<file path="src/rtl/noc_packetizer.sv">
// noc_packetizer: turns a packet request plus a stream of payload words into
// a HEAD / BODY... / TAIL flit sequence (or one HEAD_TAIL flit for an empty
// packet) on a valid/ready router injection port, and counts sent packets.
// Optional build macro NOC_PKT_SEQ_EN: when defined, an 8-bit sequence
// counter is built and stamped into head flit bits [41:34]; otherwise that
// field is zero and the counter does not exist.
module noc_packetizer #(
    parameter logic [3:0] SRC_X = 4'd0,
    parameter logic [3:0] SRC_Y = 4'd0
) (
    input  logic        clk,
    input  logic        rst,
    input  logic        req_valid,
    output logic        req_ready,
    input  logic [3:0]  req_dest_x,
    input  logic [3:0]  req_dest_y,
    input  logic [3:0]  req_len,
    input  logic        pld_valid,
    output logic        pld_ready,
    input  logic [61:0] pld_data,
    output logic [63:0] flit_out,
    output logic        valid_out,
    input  logic        ready_in,
    output logic [15:0] pkt_sent
);

    typedef enum logic [1:0] {
        IDLE = 2'd0,
        SEND = 2'd1,
        LAST = 2'd2
    } state_t;

    localparam logic [1:0] TYPE_BODY      = 2'b00;
    localparam logic [1:0] TYPE_TAIL      = 2'b01;
    localparam logic [1:0] TYPE_HEAD      = 2'b10;
    localparam logic [1:0] TYPE_HEAD_TAIL = 2'b11;

    state_t      state_q, state_d;
    logic [63:0] flit_q, flit_d;
    logic        valid_q, valid_d;
    logic [3:0]  rem_q, rem_d;
    logic [15:0] pkt_sent_q, pkt_sent_d;
    logic [7:0]  seq_field;
    logic        pld_fire;

`ifdef NOC_PKT_SEQ_EN
    logic [7:0]  seq_q, seq_d;
    assign seq_field = seq_q;
`else
    assign seq_field = 8'd0;
`endif

    // A new request is only taken once the previous packet has fully left.
    assign req_ready = (state_q == IDLE);

    // Payload is pulled only while the output register is free or draining
    // this cycle; held low during reset so no word is consumed then.
    assign pld_ready = !rst && (state_q == SEND) && (!valid_q || ready_in);
    assign pld_fire  = pld_valid && pld_ready;

    assign flit_out  = flit_q;
    assign valid_out = valid_q;
    assign pkt_sent  = pkt_sent_q;

    // Next-state logic: build head on request, body/tail on payload, and
    // hold the output flit untouched while the router applies backpressure.
    always_comb begin
        state_d    = state_q;
        flit_d     = flit_q;
        valid_d    = valid_q;
        rem_d      = rem_q;
        pkt_sent_d = pkt_sent_q;
`ifdef NOC_PKT_SEQ_EN
        seq_d      = seq_q;
`endif
        case (state_q)
            IDLE: begin
                if (req_valid) begin
                    flit_d  = {(req_len == 4'd0) ? TYPE_HEAD_TAIL : TYPE_HEAD,
                               req_dest_x, req_dest_y, SRC_X, SRC_Y,
                               req_len, seq_field, 34'd0};
                    valid_d = 1'b1;
                    rem_d   = req_len;
                    state_d = (req_len == 4'd0) ? LAST : SEND;
`ifdef NOC_PKT_SEQ_EN
                    seq_d   = seq_q + 8'd1;
`endif
                end
            end
            SEND: begin
                if (pld_fire) begin
                    flit_d  = {(rem_q == 4'd1) ? TYPE_TAIL : TYPE_BODY, pld_data};
                    valid_d = 1'b1;
                    rem_d   = rem_q - 4'd1;
                    if (rem_q == 4'd1) begin
                        state_d = LAST;
                    end
                end else if (valid_q && ready_in) begin
                    valid_d = 1'b0;
                end
            end
            LAST: begin
                if (valid_q && ready_in) begin
                    valid_d    = 1'b0;
                    pkt_sent_d = pkt_sent_q + 16'd1;
                    state_d    = IDLE;
                end
            end
            default: begin
                state_d = IDLE;
                valid_d = 1'b0;
            end
        endcase
    end

    // State register; reset drops any packet in flight without a tail.
    always_ff @(posedge clk) begin
        if (rst) begin
            state_q    <= IDLE;
            flit_q     <= 64'd0;
            valid_q    <= 1'b0;
            rem_q      <= 4'd0;
            pkt_sent_q <= 16'd0;
`ifdef NOC_PKT_SEQ_EN
            seq_q      <= 8'd0;
`endif
        end else begin
            state_q    <= state_d;
            flit_q     <= flit_d;
            valid_q    <= valid_d;
            rem_q      <= rem_d;
            pkt_sent_q <= pkt_sent_d;
`ifdef NOC_PKT_SEQ_EN
            seq_q      <= seq_d;
`endif
        end
    end

endmodule

</file>
<file path="config.mk">
export PLATFORM = sky130hd
export DESIGN_NAME = noc_packetizer
export DESIGN_NICKNAME = d
export VERILOG_FILES = /design/src/rtl/noc_packetizer.sv
export SDC_FILE = /design/constraint.sdc
export NUM_CORES = 1
export LEC_CHECK = 0
export CAP_MARGIN = 25
export CORE_UTILIZATION = 44
export CTS_CLUSTER_SIZE = 20
export DETAILED_ROUTE_END_ITERATION = 16
export PLACE_DENSITY = 0.85
export SLEW_MARGIN = 15
export SYNTH_ARGS = -nofsm -noshare
export SYNTH_HDL_FRONTEND = slang
export SYNTH_SLANG_ARGS = --single-unit
</file>
<file path="constraint.sdc">
create_clock -name clk -period 3.3 [get_ports clk]
set_input_delay 0.33 -clock clk [delete_from_list [all_inputs] [get_ports clk]]
set_output_delay 0.33 -clock clk [all_outputs]
set_load 0.01 [all_outputs]
</file>
==> impl_summary.log, run 1 <==
INFO  metric result_of_the_run = finished, final reports clean
INFO  metric path_buf_inv = 1
INFO  metric clock-skew-final = about 12 ps
INFO  metric criticalPathCategory = flop to output port
INFO  metric area_enclosed_by_the_die_boundary = 8300 sq um
INFO  metric detail_route.wl_per_cell = 14.7 um
INFO  metric grt_first_pass_wirelength = 15,100 um
INFO  metric detail_route.first_pass.iterations = 4
INFO  metric final_min_period_over_clock_period = 76.7%
INFO  metric remaining_drc_errors = 0
INFO  metric drt.antenna.violating_nets = 0
INFO  metric critical_path_peak_fanout = 17
INFO  metric cts_max_level = 3
INFO  metric cts-buffers-inserted = 9
INFO  metric synth_cells = 388
INFO  metric filler_cell_count = about 640
INFO  metric postSynthAreaPerCell = 9.00 sq um
INFO  metric grt.met1_usage = 26.0%
INFO  metric grt_overflow_total = 0
INFO  metric cts_setup_buffers = 0
INFO  metric cts_buffer_depth = 2
INFO  metric chipHeight = 91.1 um
INFO  metric fp.dieW = ~91 um
INFO  metric syn_to_final_growth = 52.5%
INFO  metric ys.warnings.count = 0
INFO  metric cts.root.buffer_cell = sky130_fd_sc_hd__clkbuf_8
INFO  metric diodes = 0
INFO  metric core-area = about 7700 sq um
INFO  metric power.ir.vdd_worst = 0.000380 V
INFO  metric hold_start = pkt_sent[15]
INFO  metric power.static_leakage = 1.91 nW
INFO  metric setup-violations-final = 0
INFO  metric worst_slew_margin = 39.3%
INFO  metric setup_total_negative_slack = 0 ps
INFO  metric cp_data_required_time = 2970 ps
INFO  metric report.final.slew_viol_count = 0
INFO  metric finalNonFillerCells = 640
INFO  metric holdBufCountCts = 0
INFO  metric tritoncts_clock_tree = done
INFO  metric detailroute.via_count = 3,350
INFO  metric power.density = 431 nW/um^2
INFO  metric row_count = 32
INFO  metric post_drt_via_cell_ratio = 5.23
INFO  metric cts_sinks = 87
INFO  metric hold_slack = around 490 ps
INFO  metric crit_path_start_kind = flop
INFO  metric routabilityCongestion = 0.797
INFO  metric crit_path_dat = 2200 ps
INFO  metric initial_utilization = 45.4%
INFO  metric buffers_on_ports = 161
INFO  metric cap_violations = 0
INFO  metric netlist_top_cells_area = sky130_fd_sc_hd__dfxtp_1 (50%), sky130_fd_sc_hd__a22oi_1 (11%), sky130_fd_sc_hd__nor2_1 (8.9%), sky130_fd_sc_hd__a311oi_1 (3.3%), sky130_fd_sc_hd__nand2_1 (3.2%)
INFO  metric grt_start_max_net_pins = just over 90
INFO  metric reg2reg_slack = 1210 ps
INFO  metric most_numerous_cell_types_in_the_synthesized_netlist = sky130_fd_sc_hd__dfxtp_1 (87), sky130_fd_sc_hd__nor2_1 (83), sky130_fd_sc_hd__a22oi_1 (50)
INFO  metric synth.cell_area = 3490 sq um
INFO  metric fmax = 395 MHz
INFO  metric layer_carrying_the_most_global_route_usage = met2
INFO  metric synth_enable_flop_cells = 0
INFO  metric synth_area_leader_cell = sky130_fd_sc_hd__dfxtp_1
INFO  metric antenna_found_initial = 0
INFO  metric post_layout_total_power = 0.00230 W
INFO  metric hpwl = between 6000 and 7000 um
INFO  metric final-hold-violation-count = 0
INFO  metric yosysSeqAreaShare = 49.9%
INFO  metric clk_pin_slew = 90 ps
INFO  metric clock_latency = 350 ps
INFO  metric track_usage = 22.6%
INFO  metric critical_path.top_delay_family = simple AND/OR/NAND/NOR gates
INFO  metric ffs_latches_synth = 87
INFO  metric drt_iter0_drc = 154
INFO  metric asyncSetResetFlopFracSynth = 0%
INFO  metric cts_resized = 0
INFO  metric grt.met3_usage = about a tenth
INFO  metric hold_path_class = flop to flop
INFO  metric library_cells_used_by_synthesis = 48
INFO  metric worst_path_max_delay_cell = sky130_fd_sc_hd__clkdlybuf4s50_1
INFO  metric critical_path.max_stage_delay = 590 ps
INFO  metric synth_top_area_share = 49.9%
INFO  metric layout-drive-gt1-share = 6.13%
INFO  metric postSynth.topFlopCell = sky130_fd_sc_hd__dfxtp_1
INFO  metric cp-end-kind = output port
INFO  metric yosysMostFrequentCell = sky130_fd_sc_hd__dfxtp_1
INFO  metric whs_path_depth = 2
INFO  metric reg2reg_from = state_q[0]
INFO  metric numPlacedInstances = 622
INFO  metric grt_setup_unrepaired = no
INFO  metric hold_path_end = pkt_sent[15]
INFO  metric via_count_of_the_first_global_routing_pass = 3,236
INFO  metric floorplan.io_pins = 162
INFO  metric use_met2 = 37.5%
INFO  metric worstReg2RegEnd = flit_out[15]
INFO  metric syn-num-nets = 470
INFO  metric design.final.nets = 615
INFO  metric max_slew.worst_pin.slew = a little over 900 ps
INFO  metric final.min_clock_period = 2530 ps
INFO  metric path_cells = nand2b_1 -> nor3_1 -> clkdlybuf4s50_1
INFO  metric route.final.wire_length = between 9000 and 10,000 um
INFO  metric ff2ff_path_depth = 5
## worst max-delay path by stage
stage           startpoint  slack (ps)      endpoint  cells past startpoint
2_1_floorplan  pkt_sent[3]        1630  pkt_sent[14]                      5
3_3_place_gp      ready_in         800      rem_q[1]                      5
6_report        state_q[0]         770     pld_ready                      3
3_5_place_dp      ready_in         720  flit_out[42]                      5
4_1_cts         state_q[0]         770     pld_ready                      3
5_1_grt         state_q[0]         560     pld_ready                      3
## power breakdown
| part | total, W | switching, W | internal (W) | leakage (nW) |
|---|---|---|---|---|
| Sequential | 0.00111 | 0.0000259 | 0.00109 | 0.707 |
| Clock | 0.000831 | 0.000397 | 0.000434 | 0.107 |
| Combinational | 0.000351 | 0.000155 | 0.000196 | 1.09 |
## routing by layer
metal  vias up  wire length (um)  part of all wire, %
li1       1655                 -                    -
met1      1552              3770                   40
met2       126              4650                   49
met3        17               736                  7.8
met4         0               234                  2.5
met5         -                 0                    0
## layout by cell type (no fill, tap or decap), types with 2 or more instances in the layout
master	n
sky130_fd_sc_hd__a211oi_1	2
sky130_fd_sc_hd__a21oi_1	9
sky130_fd_sc_hd__a22oi_1	50
sky130_fd_sc_hd__a311oi_1	13
sky130_fd_sc_hd__and2_1	2
sky130_fd_sc_hd__buf_4	3
sky130_fd_sc_hd__bufinv_16	2
sky130_fd_sc_hd__clkbuf_8	9
sky130_fd_sc_hd__clkdlybuf4s50_1	160
sky130_fd_sc_hd__clkinvlp_4	2
sky130_fd_sc_hd__dfxtp_1	87
sky130_fd_sc_hd__ha_1	3
sky130_fd_sc_hd__inv_1	7
sky130_fd_sc_hd__inv_6	3
sky130_fd_sc_hd__mux2_2	2
sky130_fd_sc_hd__nand2_1	30
sky130_fd_sc_hd__nand2b_1	2
sky130_fd_sc_hd__nand3_1	7
sky130_fd_sc_hd__nand3b_1	2
sky130_fd_sc_hd__nand4_1	2
sky130_fd_sc_hd__nor2_1	82
sky130_fd_sc_hd__nor2b_1	2
sky130_fd_sc_hd__nor3_1	7
sky130_fd_sc_hd__nor4_1	4
sky130_fd_sc_hd__o21ai_0	5
sky130_fd_sc_hd__o31ai_1	3
sky130_fd_sc_hd__or2_1	2
sky130_fd_sc_hd__or3_1	3
sky130_fd_sc_hd__or4_1	3
sky130_fd_sc_hd__xnor2_1	6
sky130_fd_sc_hd__xor2_1	3
## kinds of logic (layout without fill, tap and decap cells)
kind of cell / after synthesis / count (layout) / synth area share, %
AO/OA/AOI/OAI: 90 / 90 / 18.9
XOR/XNOR: 9 / 9 / 2.26
adder cells (fa/ha/maj): 3 / 3 / 1.07
buffers and inverters: 39 / 189 / 6.16
flip-flops: 87 / 87 / 49.9
multiplexers: 2 / 2 / 0.645
AND/OR/NAND/NOR: 158 / 158 / 21.1
## through the flow
stage               area [sq um]  setup WS (ps)  utilization, %
detailed placement          5070            719            66.0
floorplan                   3490           1630               -
CTS                         5300            766            68.9
global placement            5070            801            66.0
finish                      5330            770            69.3
global route                5330            557            69.3
## area by class of cell
class	instances	area, sq um	share of cell area (%)
Clock buffer	9	124	2.33
Tap cell	102	128	2.40
Clock inverter	7	101	1.90
Sequential cell	87	1740	32.7
Timing Repair Buffer	166	1660	31.2
Multi-Input combinational cell	262	1550	29.0
Inverter	7	26.3	0.493
## sequential cells by signal, indices dropped and copies added (netlist names)
signal	cells
rem_q	4
pkt_sent	16
valid_out	1
state_q	2
flit_out	64
## tightest hold or removal path, stage by stage, from the launching register on
cell and delay, ps:
sky130_fd_sc_hd__dfxtp_1 330, sky130_fd_sc_hd__o31ai_1 70, sky130_fd_sc_hd__a21oi_1 60
Power figures use the tool's default switching activity.
==> run 2, diff against run 1 <==
--- a/config.mk
+++ b/config.mk
@@ -6,10 +6,10 @@
 export NUM_CORES = 1
 export LEC_CHECK = 0
 export CAP_MARGIN = 25
-export CORE_UTILIZATION = 44
+export CORE_UTILIZATION = 37
 export CTS_CLUSTER_SIZE = 20
 export DETAILED_ROUTE_END_ITERATION = 16
-export PLACE_DENSITY = 0.85
+export PLACE_DENSITY = 0.76
 export SLEW_MARGIN = 15
 export SYNTH_ARGS = -nofsm -noshare
 export SYNTH_HDL_FRONTEND = slang
==> constraint.sdc (replaced) <==
create_clock -name clk -period 2.3 [get_ports clk]
set_input_delay 0.23 -clock clk [delete_from_list [all_inputs] [get_ports clk]]
set_output_delay 0.23 -clock clk [all_outputs]
set_load 0.01 [all_outputs]
==> impl_summary.log, run 2 (synthesized netlist as in run 1, its figures left out) <==
INFO  metric result_of_the_run = finished, final reports clean
INFO  metric track_usage = 19.0% (-3.6 points)
INFO  metric syn_to_final_growth = 53.7%
INFO  metric clock_latency = 350 ps (about the same)
INFO  metric grt_first_pass_wirelength = 15,100 um (-0.14%)
INFO  metric fp.dieW = 99.2 um (+8.8%)
INFO  metric final_min_period_over_clock_period = 89.6%
INFO  metric critical_path_peak_fanout = 6 (-11)
INFO  metric cts_buffer_depth = 2 (unchanged)
INFO  metric grt_overflow_total = 0 (unchanged)
INFO  metric criticalPathCategory = input port to output port
INFO  metric reg2reg_slack = 490 ps (-720 ps)
INFO  metric cts_sinks = 87 (unchanged)
INFO  metric routabilityCongestion = 0.745 (-6.6%)
INFO  metric chipHeight = 99.2 um (+8.8%)
INFO  metric cts_resized = 0 (unchanged)
INFO  metric cts_max_level = 3 (unchanged)
INFO  metric floorplan.io_pins = 162 (unchanged)
INFO  metric detail_route.first_pass.iterations = 4 (unchanged)
INFO  metric tritoncts_clock_tree = done
INFO  metric max_slew.worst_pin.slew = 558 ps (-353 ps)
INFO  metric crit_path_dat = 1830 ps (-370 ps)
INFO  metric cts.root.buffer_cell = sky130_fd_sc_hd__clkbuf_8
INFO  metric final_common_cell = sky130_fd_sc_hd__clkdlybuf4s50_1
INFO  metric final.min_clock_period = 2060 ps
INFO  metric holdBufCountCts = 0 (unchanged)
INFO  metric route.final.wire_length = 9280 um (-1.2%)
INFO  metric placedInstanceArea = 5150 sq um (+1.6%)
INFO  metric clock-skew-final = 15.2 ps (+3.54 ps)
INFO  metric fmax = 485 MHz
INFO  metric diodes = 0 (unchanged)
INFO  metric grt_setup_unrepaired = no
INFO  metric whs_path_depth = 3 (+1)
INFO  metric power.ir.vdd_worst = 0.000297 V (-22%)
INFO  metric final-hold-violation-count = 0 (unchanged)
INFO  metric design.final.nets = 619 (+0.65%)
INFO  metric detail_route.wl_per_cell = 14.2 um (-3.2%)
INFO  metric cts-buffers-inserted = 9 (unchanged)
INFO  metric drt_iter0_drc = 107 (-31%)
INFO  metric hpwl = 6580 um (+3.9%)
INFO  metric setup_total_negative_slack = 0 ps (unchanged)
INFO  metric grt_start_max_net_pins = 51 (-45%)
INFO  metric buffers_on_ports = 161 (unchanged)
INFO  metric area_enclosed_by_the_die_boundary = 9830 sq um (+18%)
INFO  metric crit_path_start_kind = input port
INFO  metric remaining_drc_errors = 0 (unchanged)
INFO  metric cp-end-kind = output port
INFO  metric row_count = 35 (+9.4%)
INFO  metric initial_utilization = 38.0% (-7.5 points)
INFO  metric drt.antenna.violating_nets = 0 (unchanged)
INFO  metric cp_data_required_time = 2070 ps (-900 ps)
INFO  metric power.static_leakage = 1.93 nW (+1.4%)
INFO  metric final_design_area_no_fill = 5370 sq um (+0.82%)
INFO  metric report.final.slew_viol_count = 0 (unchanged)
INFO  metric setup-violations-final = 0 (unchanged)
INFO  metric ff2ff_path_depth = 4 (-1)
INFO  metric largest_register_ff_count = 64 (unchanged)
INFO  metric detailroute.via_count = 3,312 (-1.1%)
INFO  metric commonest_cells_after_routing_fill_and_taps_aside = sky130_fd_sc_hd__clkdlybuf4s50_1 (160), sky130_fd_sc_hd__dfxtp_1 (87), sky130_fd_sc_hd__nor2_1 (82)
INFO  metric power.density = 611 nW/um^2 (+42%)
INFO  metric antenna_found_initial = 0 (unchanged)
INFO  metric hold_path_class = input port to flop
INFO  metric cap_violations = 0 (unchanged)
INFO  metric via_count_of_the_first_global_routing_pass = 3,180 (-1.7%)
INFO  metric post_drt_via_cell_ratio = 5.07 (-3.1%)
INFO  metric worst_slew_margin = 62.5% (+23 points)
INFO  metric clk_pin_slew = 90 ps (about the same)
INFO  metric layout-drive-gt1-share = 6.64% (+0.51 points)
INFO  metric core-area = 9200 sq um (+20%)
INFO  metric cts_setup_buffers = 0 (unchanged)
[run 2: report_power, final]
part | internal, W | switching, W | leakage, nW
Sequential | 0.00156 | 0.0000359 | 0.707
Combinational | 0.000290 | 0.000221 | 1.12
Clock | 0.000621 | 0.000556 | 0.111
Total | 0.00247 | 0.000813 | 1.93
[run 2: worst paths after layout]
path	start	end
min	rst	flit_out[1]
min reg2reg	pkt_sent[15]	pkt_sent[15]
max reg2reg	state_q[1]	pkt_sent[15]
max	ready_in	pld_ready
[run 2: critical path, cell delays in order]
cell and delay [ps]:
sky130_fd_sc_hd__clkdlybuf4s50_1 590, sky130_fd_sc_hd__and2b_2 300, sky130_fd_sc_hd__nor3_1 140, sky130_fd_sc_hd__clkdlybuf4s50_1 580
[run 2: per-layer routing]
metal / track usage [%] / up-vias / share of wire [%]
li1: - / 1663 / -
met1: 23.3 / 1553 / 44
met2: 32.1 / 92 / 49
met3: 6.47 / 4 / 6.3
met4: 5.32 / 0 / 0.97
met5: 0 / - / 0
[run 2: per-stage QoR]
step | hold WS (ps) | cells | util (%) | power (W) | setup slack (ps)
floorplan | 389 | 388 | - | 0.00187 | 626
global placement | 466 | 637 | 56.0 | 0.00213 | 244
detailed placement | 479 | 637 | 56.0 | 0.00214 | 233
CTS | 411 | 653 | 58.4 | 0.00332 | 228
global route | 425 | 653 | 58.4 | 0.00345 | 132
finish | 436 | 653 | 58.4 | 0.00328 | 238
[run 2: cell type report]
cell class              instances  area [sq um]
fillers                       806          3830
flip-flops and latches         87          1740
repair buffers                170          1700
multi-input cells             262          1550
well taps                     111           139
clock buffers                  10           128
clock inverters                 6          91.3
inverters                       7          26.3
==> run 3, diff against run 2 <==
--- a/config.mk
+++ b/config.mk
@@ -10,6 +10,7 @@
 export CTS_CLUSTER_SIZE = 20
 export DETAILED_ROUTE_END_ITERATION = 16
 export PLACE_DENSITY = 0.76
+export SKIP_CTS_REPAIR_TIMING = 1
 export SLEW_MARGIN = 15
 export SYNTH_ARGS = -nofsm -noshare
 export SYNTH_HDL_FRONTEND = slang
==> results of run 3 <==
The final DEF is identical to that of run 2; final timing and power are the same.
